<file path="src/rtl/rv_pkg.sv">
// Shared RV32I definitions: opcodes, ALU operand selects, branch codes,
// immediate formats and the immediate generator.
package rv_pkg;

    localparam logic [6:0] OP_LUI    = 7'b0110111;
    localparam logic [6:0] OP_AUIPC  = 7'b0010111;
    localparam logic [6:0] OP_JAL    = 7'b1101111;
    localparam logic [6:0] OP_JALR   = 7'b1100111;
    localparam logic [6:0] OP_BRANCH = 7'b1100011;
    localparam logic [6:0] OP_LOAD   = 7'b0000011;
    localparam logic [6:0] OP_STORE  = 7'b0100011;
    localparam logic [6:0] OP_IMM    = 7'b0010011;
    localparam logic [6:0] OP_REG    = 7'b0110011;

    localparam logic [1:0] ALU_A_REG  = 2'd0;
    localparam logic [1:0] ALU_A_PC   = 2'd1;
    localparam logic [1:0] ALU_A_ZERO = 2'd2;

    localparam logic [1:0] ALU_B_REG  = 2'd0;
    localparam logic [1:0] ALU_B_IMM  = 2'd1;
    localparam logic [1:0] ALU_B_FOUR = 2'd2;

    localparam logic [2:0] ALU_ADD     = 3'b000;
    localparam logic [2:0] ALU_SLT     = 3'b010;
    localparam logic [2:0] ALU_SLTU    = 3'b011;
    localparam logic       ALU_ADD_EXT = 1'b0;
    localparam logic       ALU_SUB_EXT = 1'b1;

    localparam logic [2:0] BRANCH_NIL  = 3'b000;
    localparam logic [2:0] BRANCH_JAL  = 3'b001;
    localparam logic [2:0] BRANCH_JALR = 3'b010;
    localparam logic [2:0] BRANCH_BEQ  = 3'b100;
    localparam logic [2:0] BRANCH_BNE  = 3'b101;
    localparam logic [2:0] BRANCH_BLT  = 3'b110;
    localparam logic [2:0] BRANCH_BGE  = 3'b111;

    typedef enum logic [2:0] {
        IMM_NONE,
        IMM_I,
        IMM_S,
        IMM_B,
        IMM_U,
        IMM_J
    } imm_fmt_e;

    function automatic logic [31:0] gen_imm(input logic [31:0] i, input imm_fmt_e fmt);
        case (fmt)
            IMM_I:   gen_imm = {{20{i[31]}}, i[31:20]};
            IMM_S:   gen_imm = {{20{i[31]}}, i[31:25], i[11:7]};
            IMM_B:   gen_imm = {{19{i[31]}}, i[31], i[7], i[30:25], i[11:8], 1'b0};
            IMM_U:   gen_imm = {i[31:12], 12'b0};
            IMM_J:   gen_imm = {{11{i[31]}}, i[31], i[19:12], i[20], i[30:21], 1'b0};
            default: gen_imm = '0;
        endcase
    endfunction

endpackage

</file>
<file path="src/rtl/id_stage_regfile.sv">
// 32x32 register file: two async read ports, one write port, x0 hardwired
// to zero, write data bypassed to reads in the same cycle.
module regfile #(
    parameter bit RF_RESET_ZERO = 1'b1
) (
    input  logic        clk,
    input  logic        rst,
    input  logic [4:0]  raddr_a,
    input  logic [4:0]  raddr_b,
    output logic [31:0] rdata_a,
    output logic [31:0] rdata_b,
    input  logic        we,
    input  logic [4:0]  waddr,
    input  logic [31:0] wdata
);

    logic [31:0] rf [0:31];
    logic        wr_en;

    assign wr_en = we && (waddr != 5'd0);

    // Writes that coincide with reset are dropped even when the array is not cleared.
    always_ff @(posedge clk) begin
        if (rst) begin
            if (RF_RESET_ZERO) begin
                for (int i = 0; i < 32; i++) rf[i] <= '0;
            end
        end else if (wr_en) begin
            rf[waddr] <= wdata;
        end
    end

    always_comb begin
        rdata_a = rf[raddr_a];
        if (raddr_a == 5'd0)                   rdata_a = '0;
        else if (wr_en && waddr == raddr_a)    rdata_a = wdata;
        rdata_b = rf[raddr_b];
        if (raddr_b == 5'd0)                   rdata_b = '0;
        else if (wr_en && waddr == raddr_b)    rdata_b = wdata;
    end

endmodule

</file>
<file path="src/rtl/id_stage.sv">
// RV32I decode stage: register file, instruction decode into the ID/EX
// control bundle, load-use hazard detection and stall/hold generation.
module id_stage
    import rv_pkg::*;
#(
    parameter bit RF_RESET_ZERO = 1'b1
) (
    input  logic        clk,
    input  logic        rst,
    input  logic [31:0] instr,
    input  logic [31:0] pc,
    input  logic        valid,
    input  logic        flush,
    input  logic        ex_mem_load,
    input  logic [4:0]  ex_reg_wnum,
    input  logic        wb_wr,
    input  logic [4:0]  wb_wnum,
    input  logic [31:0] wb_data,
    output logic        mem_load,
    output logic        reg_wr,
    output logic        mem_wr,
    output logic [2:0]  mem_opt,
    output logic        mem_signed,
    output logic [4:0]  reg_anum,
    output logic [4:0]  reg_bnum,
    output logic [4:0]  reg_wnum,
    output logic [1:0]  alu_sela,
    output logic [1:0]  alu_selb,
    output logic [2:0]  ALUctr,
    output logic        ALUext,
    output logic [31:0] imm,
    output logic [31:0] pc_out,
    output logic [2:0]  branch,
    output logic [31:0] rs1_data,
    output logic [31:0] rs2_data,
    output logic        id_ex_stalled,
    output logic        if_id_hold,
    output logic        illegal
);

    logic [6:0] opcode, f7;
    logic [2:0] f3;
    logic [4:0] rd, rs1, rs2;
    imm_fmt_e   fmt;
    logic       ill, hz;

    assign opcode = instr[6:0];
    assign rd     = instr[11:7];
    assign f3     = instr[14:12];
    assign rs1    = instr[19:15];
    assign rs2    = instr[24:20];
    assign f7     = instr[31:25];

    always_comb begin
        mem_load   = 1'b0;
        reg_wr     = 1'b0;
        mem_wr     = 1'b0;
        mem_opt    = 3'b000;
        mem_signed = 1'b0;
        reg_anum   = 5'd0;
        reg_bnum   = 5'd0;
        alu_sela   = ALU_A_REG;
        alu_selb   = ALU_B_IMM;
        ALUctr     = ALU_ADD;
        ALUext     = ALU_ADD_EXT;
        branch     = BRANCH_NIL;
        fmt        = IMM_NONE;
        ill        = 1'b0;
        case (opcode)
            OP_LUI: begin
                reg_wr = 1'b1; alu_sela = ALU_A_ZERO; fmt = IMM_U;
            end
            OP_AUIPC: begin
                reg_wr = 1'b1; alu_sela = ALU_A_PC; fmt = IMM_U;
            end
            OP_JAL: begin
                reg_wr = 1'b1; alu_sela = ALU_A_PC; alu_selb = ALU_B_FOUR;
                branch = BRANCH_JAL; fmt = IMM_J;
            end
            OP_JALR: begin
                reg_wr = 1'b1; reg_anum = rs1; alu_sela = ALU_A_PC; alu_selb = ALU_B_FOUR;
                branch = BRANCH_JALR; fmt = IMM_I; ill = (f3 != 3'b000);
            end
            OP_BRANCH: begin
                reg_anum = rs1; reg_bnum = rs2; alu_selb = ALU_B_REG; fmt = IMM_B;
                // Equality uses SUB's zero flag; ordering uses bit0 of SLT/SLTU.
                case (f3)
                    3'b000:  begin branch = BRANCH_BEQ; ALUext = ALU_SUB_EXT; end
                    3'b001:  begin branch = BRANCH_BNE; ALUext = ALU_SUB_EXT; end
                    3'b100:  begin branch = BRANCH_BLT; ALUctr = ALU_SLT;  end
                    3'b101:  begin branch = BRANCH_BGE; ALUctr = ALU_SLT;  end
                    3'b110:  begin branch = BRANCH_BLT; ALUctr = ALU_SLTU; end
                    3'b111:  begin branch = BRANCH_BGE; ALUctr = ALU_SLTU; end
                    default: ill = 1'b1;
                endcase
            end
            OP_LOAD: begin
                mem_load = 1'b1; reg_wr = 1'b1; reg_anum = rs1; fmt = IMM_I;
                mem_opt = f3; mem_signed = ~f3[2];
                ill = (f3 == 3'b011) || (f3[2:1] == 2'b11);
            end
            OP_STORE: begin
                mem_wr = 1'b1; reg_anum = rs1; reg_bnum = rs2; fmt = IMM_S;
                mem_opt = f3; ill = f3[2] || (f3 == 3'b011);
            end
            OP_IMM: begin
                reg_wr = 1'b1; reg_anum = rs1; fmt = IMM_I; ALUctr = f3;
                if (f3 == 3'b001) ill = (f7 != 7'b0000000);
                if (f3 == 3'b101) begin
                    ALUext = f7[5];
                    ill    = (f7 != 7'b0000000) && (f7 != 7'b0100000);
                end
            end
            OP_REG: begin
                reg_wr = 1'b1; reg_anum = rs1; reg_bnum = rs2; alu_selb = ALU_B_REG;
                ALUctr = f3; ALUext = f7[5];
                ill = !((f7 == 7'b0000000) ||
                        (f7 == 7'b0100000 && (f3 == 3'b000 || f3 == 3'b101)));
            end
            default: ill = 1'b1;
        endcase
        // Never let an unrecognised encoding write state downstream.
        if (ill) begin
            mem_load = 1'b0; reg_wr = 1'b0; mem_wr = 1'b0; branch = BRANCH_NIL;
        end
    end

    assign reg_wnum = reg_wr ? rd : 5'd0;
    assign imm      = gen_imm(instr, fmt);
    assign pc_out   = pc;
    assign illegal  = valid && ill;

    assign hz = ex_mem_load && (ex_reg_wnum != 5'd0) &&
                ((ex_reg_wnum == reg_anum) || (ex_reg_wnum == reg_bnum));

    assign id_ex_stalled = rst || hz || flush || !valid || illegal;
    assign if_id_hold    = hz && !flush && !rst;

    regfile #(.RF_RESET_ZERO(RF_RESET_ZERO)) u_rf (
        .clk     (clk),
        .rst     (rst),
        .raddr_a (reg_anum),
        .raddr_b (reg_bnum),
        .rdata_a (rs1_data),
        .rdata_b (rs2_data),
        .we      (wb_wr),
        .waddr   (wb_wnum),
        .wdata   (wb_data)
    );

endmodule

</file>
<file path="config.mk">
export PLATFORM = sky130hd
export DESIGN_NAME = id_stage
export DESIGN_NICKNAME = d
export VERILOG_FILES = /design/src/rtl/rv_pkg.sv /design/src/rtl/id_stage_regfile.sv /design/src/rtl/id_stage.sv
export SDC_FILE = /design/constraint.sdc
export NUM_CORES = 2
export LEC_CHECK = 0
export CORE_MARGIN = 2
export CORE_UTILIZATION = 46
export CTS_BUF_LIST = sky130_fd_sc_hd__clkbuf_8
export DETAILED_ROUTE_END_ITERATION = 8
export SYNTH_ARGS = -nofsm -noshare
export SYNTH_HDL_FRONTEND = slang
export SYNTH_SLANG_ARGS = --single-unit
export TNS_END_PERCENT = 100
</file>
<file path="constraint.sdc">
create_clock -name clk -period 8 [get_ports clk]
set_clock_uncertainty 0.1 [all_clocks]
set_input_delay 2 -clock clk [delete_from_list [all_inputs] [get_ports clk]]
set_output_delay 2 -clock clk [all_outputs]
set_load 0.01 [all_outputs]
</file>
==> impl_metrics.env <==
export IMPL_syn_inst=5371
export IMPL_cts_tree="yes"
export IMPL_powerDensity_mw_per_mm2=181.7
export IMPL_rsz0062_at_grt="true"
export IMPL_cts_resized=4
export IMPL_grt_pass1_vias=48549
export IMPL_largest_reg_flops=1024
export IMPL_synth_xor_area_share_pct=0.2529
export IMPL_floorplan_initialDensity_pct=46.22
export IMPL_cp_max_fo=19
export IMPL_fmax_ghz=0.1242
export IMPL_via_per_inst=6.832
export IMPL_period_needed_ns=8.049
export IMPL_area_delta_synth_final_pct=16.04
export IMPL_crit_cells=12
export IMPL_cts_inserted_buffers=183
export IMPL_yosys_area_top_type="edfxtp_1"
export IMPL_cts_hold_buf=0
export IMPL_met2_length_um=111000
export IMPL_die_width_um=361.7
export IMPL_final_hold_violation_count=0
export IMPL_cp_arrival_ns=5.95
export IMPL_final_antenna_net_count=0
export IMPL_hp_class="in2reg"
export IMPL_outcome="finished, violations left"
export IMPL_violations="setup timing"
export IMPL_antenna_found_initial=16
export IMPL_vias=50777
export IMPL_top_layer="met5"
export IMPL_drt_first_pass_iters=7
export IMPL_drc_errors=0
export IMPL_critical_path_required_ns=5.90
export IMPL_dieArea_sq_mm=0.1308
export IMPL_ir_worst_vdd_mv=0.1750
export IMPL_syn_avg_cell_area_sq_um=10.96
export IMPL_ys_flop_type="edfxtp_1"
export IMPL_grt_overflow=0
export IMPL_largestRegisters="u_rf.rf x1024"
export IMPL_ys_seq_area_share_pct=52.24
export IMPL_wl_met3_um=35310
export IMPL_crit_type="in2out"
export IMPL_syn_area_sq_mm=0.05886
export IMPL_yosys_area_share_simple_pct=17.44
export IMPL_dp_worst_setup_slack_ns=-0.1193
export IMPL_min_period_over_period_pct=100.6
export IMPL_synth_top_cell_area_share_pct=52.24
export IMPL_drtIter0Drc=8657
export IMPL_portBuffers=211
export IMPL_yosysWarnings=0
export IMPL_final_core_util_pct=53.63
export IMPL_endpoint_kind="output pin"
export IMPL_synth_compound_area_share_pct=15.60
export IMPL_final_cell_mix="edfxtp_1 (1,024), and2_1 (1,003), nand2_1 (377), buf_4 (369), mux2i_1 (301)"
export IMPL_routedWlPerCell_um=35.46
export IMPL_die_h_um=361.7
export IMPL_wl_met1_um=97600
export IMPL_path_clk_slew_ns=0.05
export IMPL_wl_um=263600
export IMPL_synth_area_leaders="edfxtp_1 (52%), and2_1 (11%), mux2i_1 (5.1%)"
export IMPL_largest_register="u_rf.rf"
export IMPL_dp_hpwl_um=167000
export IMPL_clockBufferDepth=3
export IMPL_layout_drive_gt1_share_pct=17.05
export IMPL_p_leak_nw=24.58
export IMPL_cp_start_kind="input port"
export IMPL_crit_buf_inv=6
export IMPL_async_reset_ff_share_pct=0
export IMPL_whs_path_depth=1
export IMPL_finalSetupViolations=5
export IMPL_grtUsageTotal_pct=39.34
export IMPL_fin_nets=5736
export IMPL_synth_fa_ha_area_share_pct=0
export IMPL_ys_seq_elements=1024
export IMPL_htree_levels=4
export IMPL_grt_max_degree=87
export IMPL_grt_pass1_wl_um=363700
export IMPL_cts_sinks=1024
export IMPL_worst_pin_slew_ns=1.229
export IMPL_core_area_sq_mm=0.1274
export IMPL_synth_edf_count=1024
export IMPL_place_congestion=0.9967
export IMPL_cpPeakStageDelay_ns=0.57
export IMPL_path_cells="clkdlybuf4s50_1, buf_12, inv_1, a22o_1, nor3_1, and3_2, buf_4, or2_1, buf_4, a21oi_1, a221o_1, clkdlybuf4s50_1"
export IMPL_ioPinCount=276
export IMPL_final_common_cell="edfxtp_1"
export IMPL_postCtsSetupBuffers=0
export IMPL_cts_root_buf="clkbuf_8"
export IMPL_maxCapViolations=0
export IMPL_fp_row_count=131
export IMPL_report_final_slew_viol_count=0
export IMPL_synth_top_family_by_area="simple AND/OR/NAND/NOR gates"
export IMPL_cp_slowest_cell="or2_1"
export IMPL_crit_family="buffers and inverters"
export IMPL_ys_types=95
export IMPL_muxShareOfSynthArea_pct=9.633
export IMPL_setup_slack_ns=-0.04907
export IMPL_slew_headroom_pct=18.08
==> synth_stat cells, drive strengths merged (10+ instances only) <==
master / number
o31ai: 14
nand3: 55
and2: 1003
nor4: 25
nor2b: 22
a211o: 11
inv: 46
mux2: 132
o2111ai: 15
o21ai: 222
mux4: 52
and3: 15
a31oi: 99
o211ai: 16
nor2: 225
a2111oi: 19
o221ai: 73
a32oi: 30
or2: 33
a211oi: 54
o31a: 21
xnor2: 12
a21oi: 221
or3: 10
o21a: 16
a221oi: 185
nor3: 79
nand2: 379
nand2b: 10
buf: 216
edfxtp: 1024
a221o: 50
a21o: 39
o22ai: 94
mux2i: 301
clkbuf: 395
o311a: 19
a22oi: 13
==> logic make-up (layout without fill, tap and decap cells) <==
group | after synthesis | after routing
and+or+nand+nor | 1892 | 1892
buffers and inverters | 661 | 1017
muxes | 485 | 485
AOI/OAI and AO/OA | 1291 | 1291
xor gates and xnor gates | 17 | 17
other | 1 | 44
DFF | 1024 | 1024
==> worst paths after layout <==
kind | end | slack, ns | startpoint
max | rs2_data[26] | -0.05 | instr[24]
min | u_rf.rf[0][6] | 1.45 | rst
==> where the power goes <==
group / total [mW] / leakage, nW / internal [mW] / switching (mW)
Clock: 4.55 / 1.87 / 2.24 / 2.32
Sequential: 6.38 / 9.75 / 6.21 / 0.169
Combinational: 1.48 / 13.0 / 0.514 / 0.969
Total: 12.4 / 24.6 / 8.96 / 3.46
==> stage by stage <==
stage,total power [mW],hold slack (ns),cells,setup TNS [ns],cell area [sq um]
after CTS,12.35,1.386,7420,0,68230
after global placement,7.877,2.348,7101,-0.2333,65010
after floorplan,7.200,2.098,5402,0,58980
after global routing,12.69,1.399,7425,-0.03518,68290
after detailed placement,7.896,2.347,7101,-0.2117,65010
final,12.41,1.450,7432,-0.1152,68300
==> routing by layer <==
metal / global-route usage (%) / up-vias
met5: 0 / -
met4: 25.96 / 4
met3: 10.14 / 887
met2: 57.12 / 4295
met1: 52.02 / 24979
li1: - / 20612
==> layout make-up <==
| cell class | instances | area [sq um] |
|---|---|---|
| diodes | 12 | 30.03 |
| well taps | 1662 | 2079 |
| clock inverters | 130 | 604.3 |
| flip-flops and latches | 1024 | 30750 |
| multi-input cells | 3717 | 25770 |
| repair buffers | 648 | 6260 |
| clock buffers | 189 | 2601 |
| fillers | 11092 | 59050 |
| inverters | 50 | 214.0 |
Power figures use the tool's default switching activity.
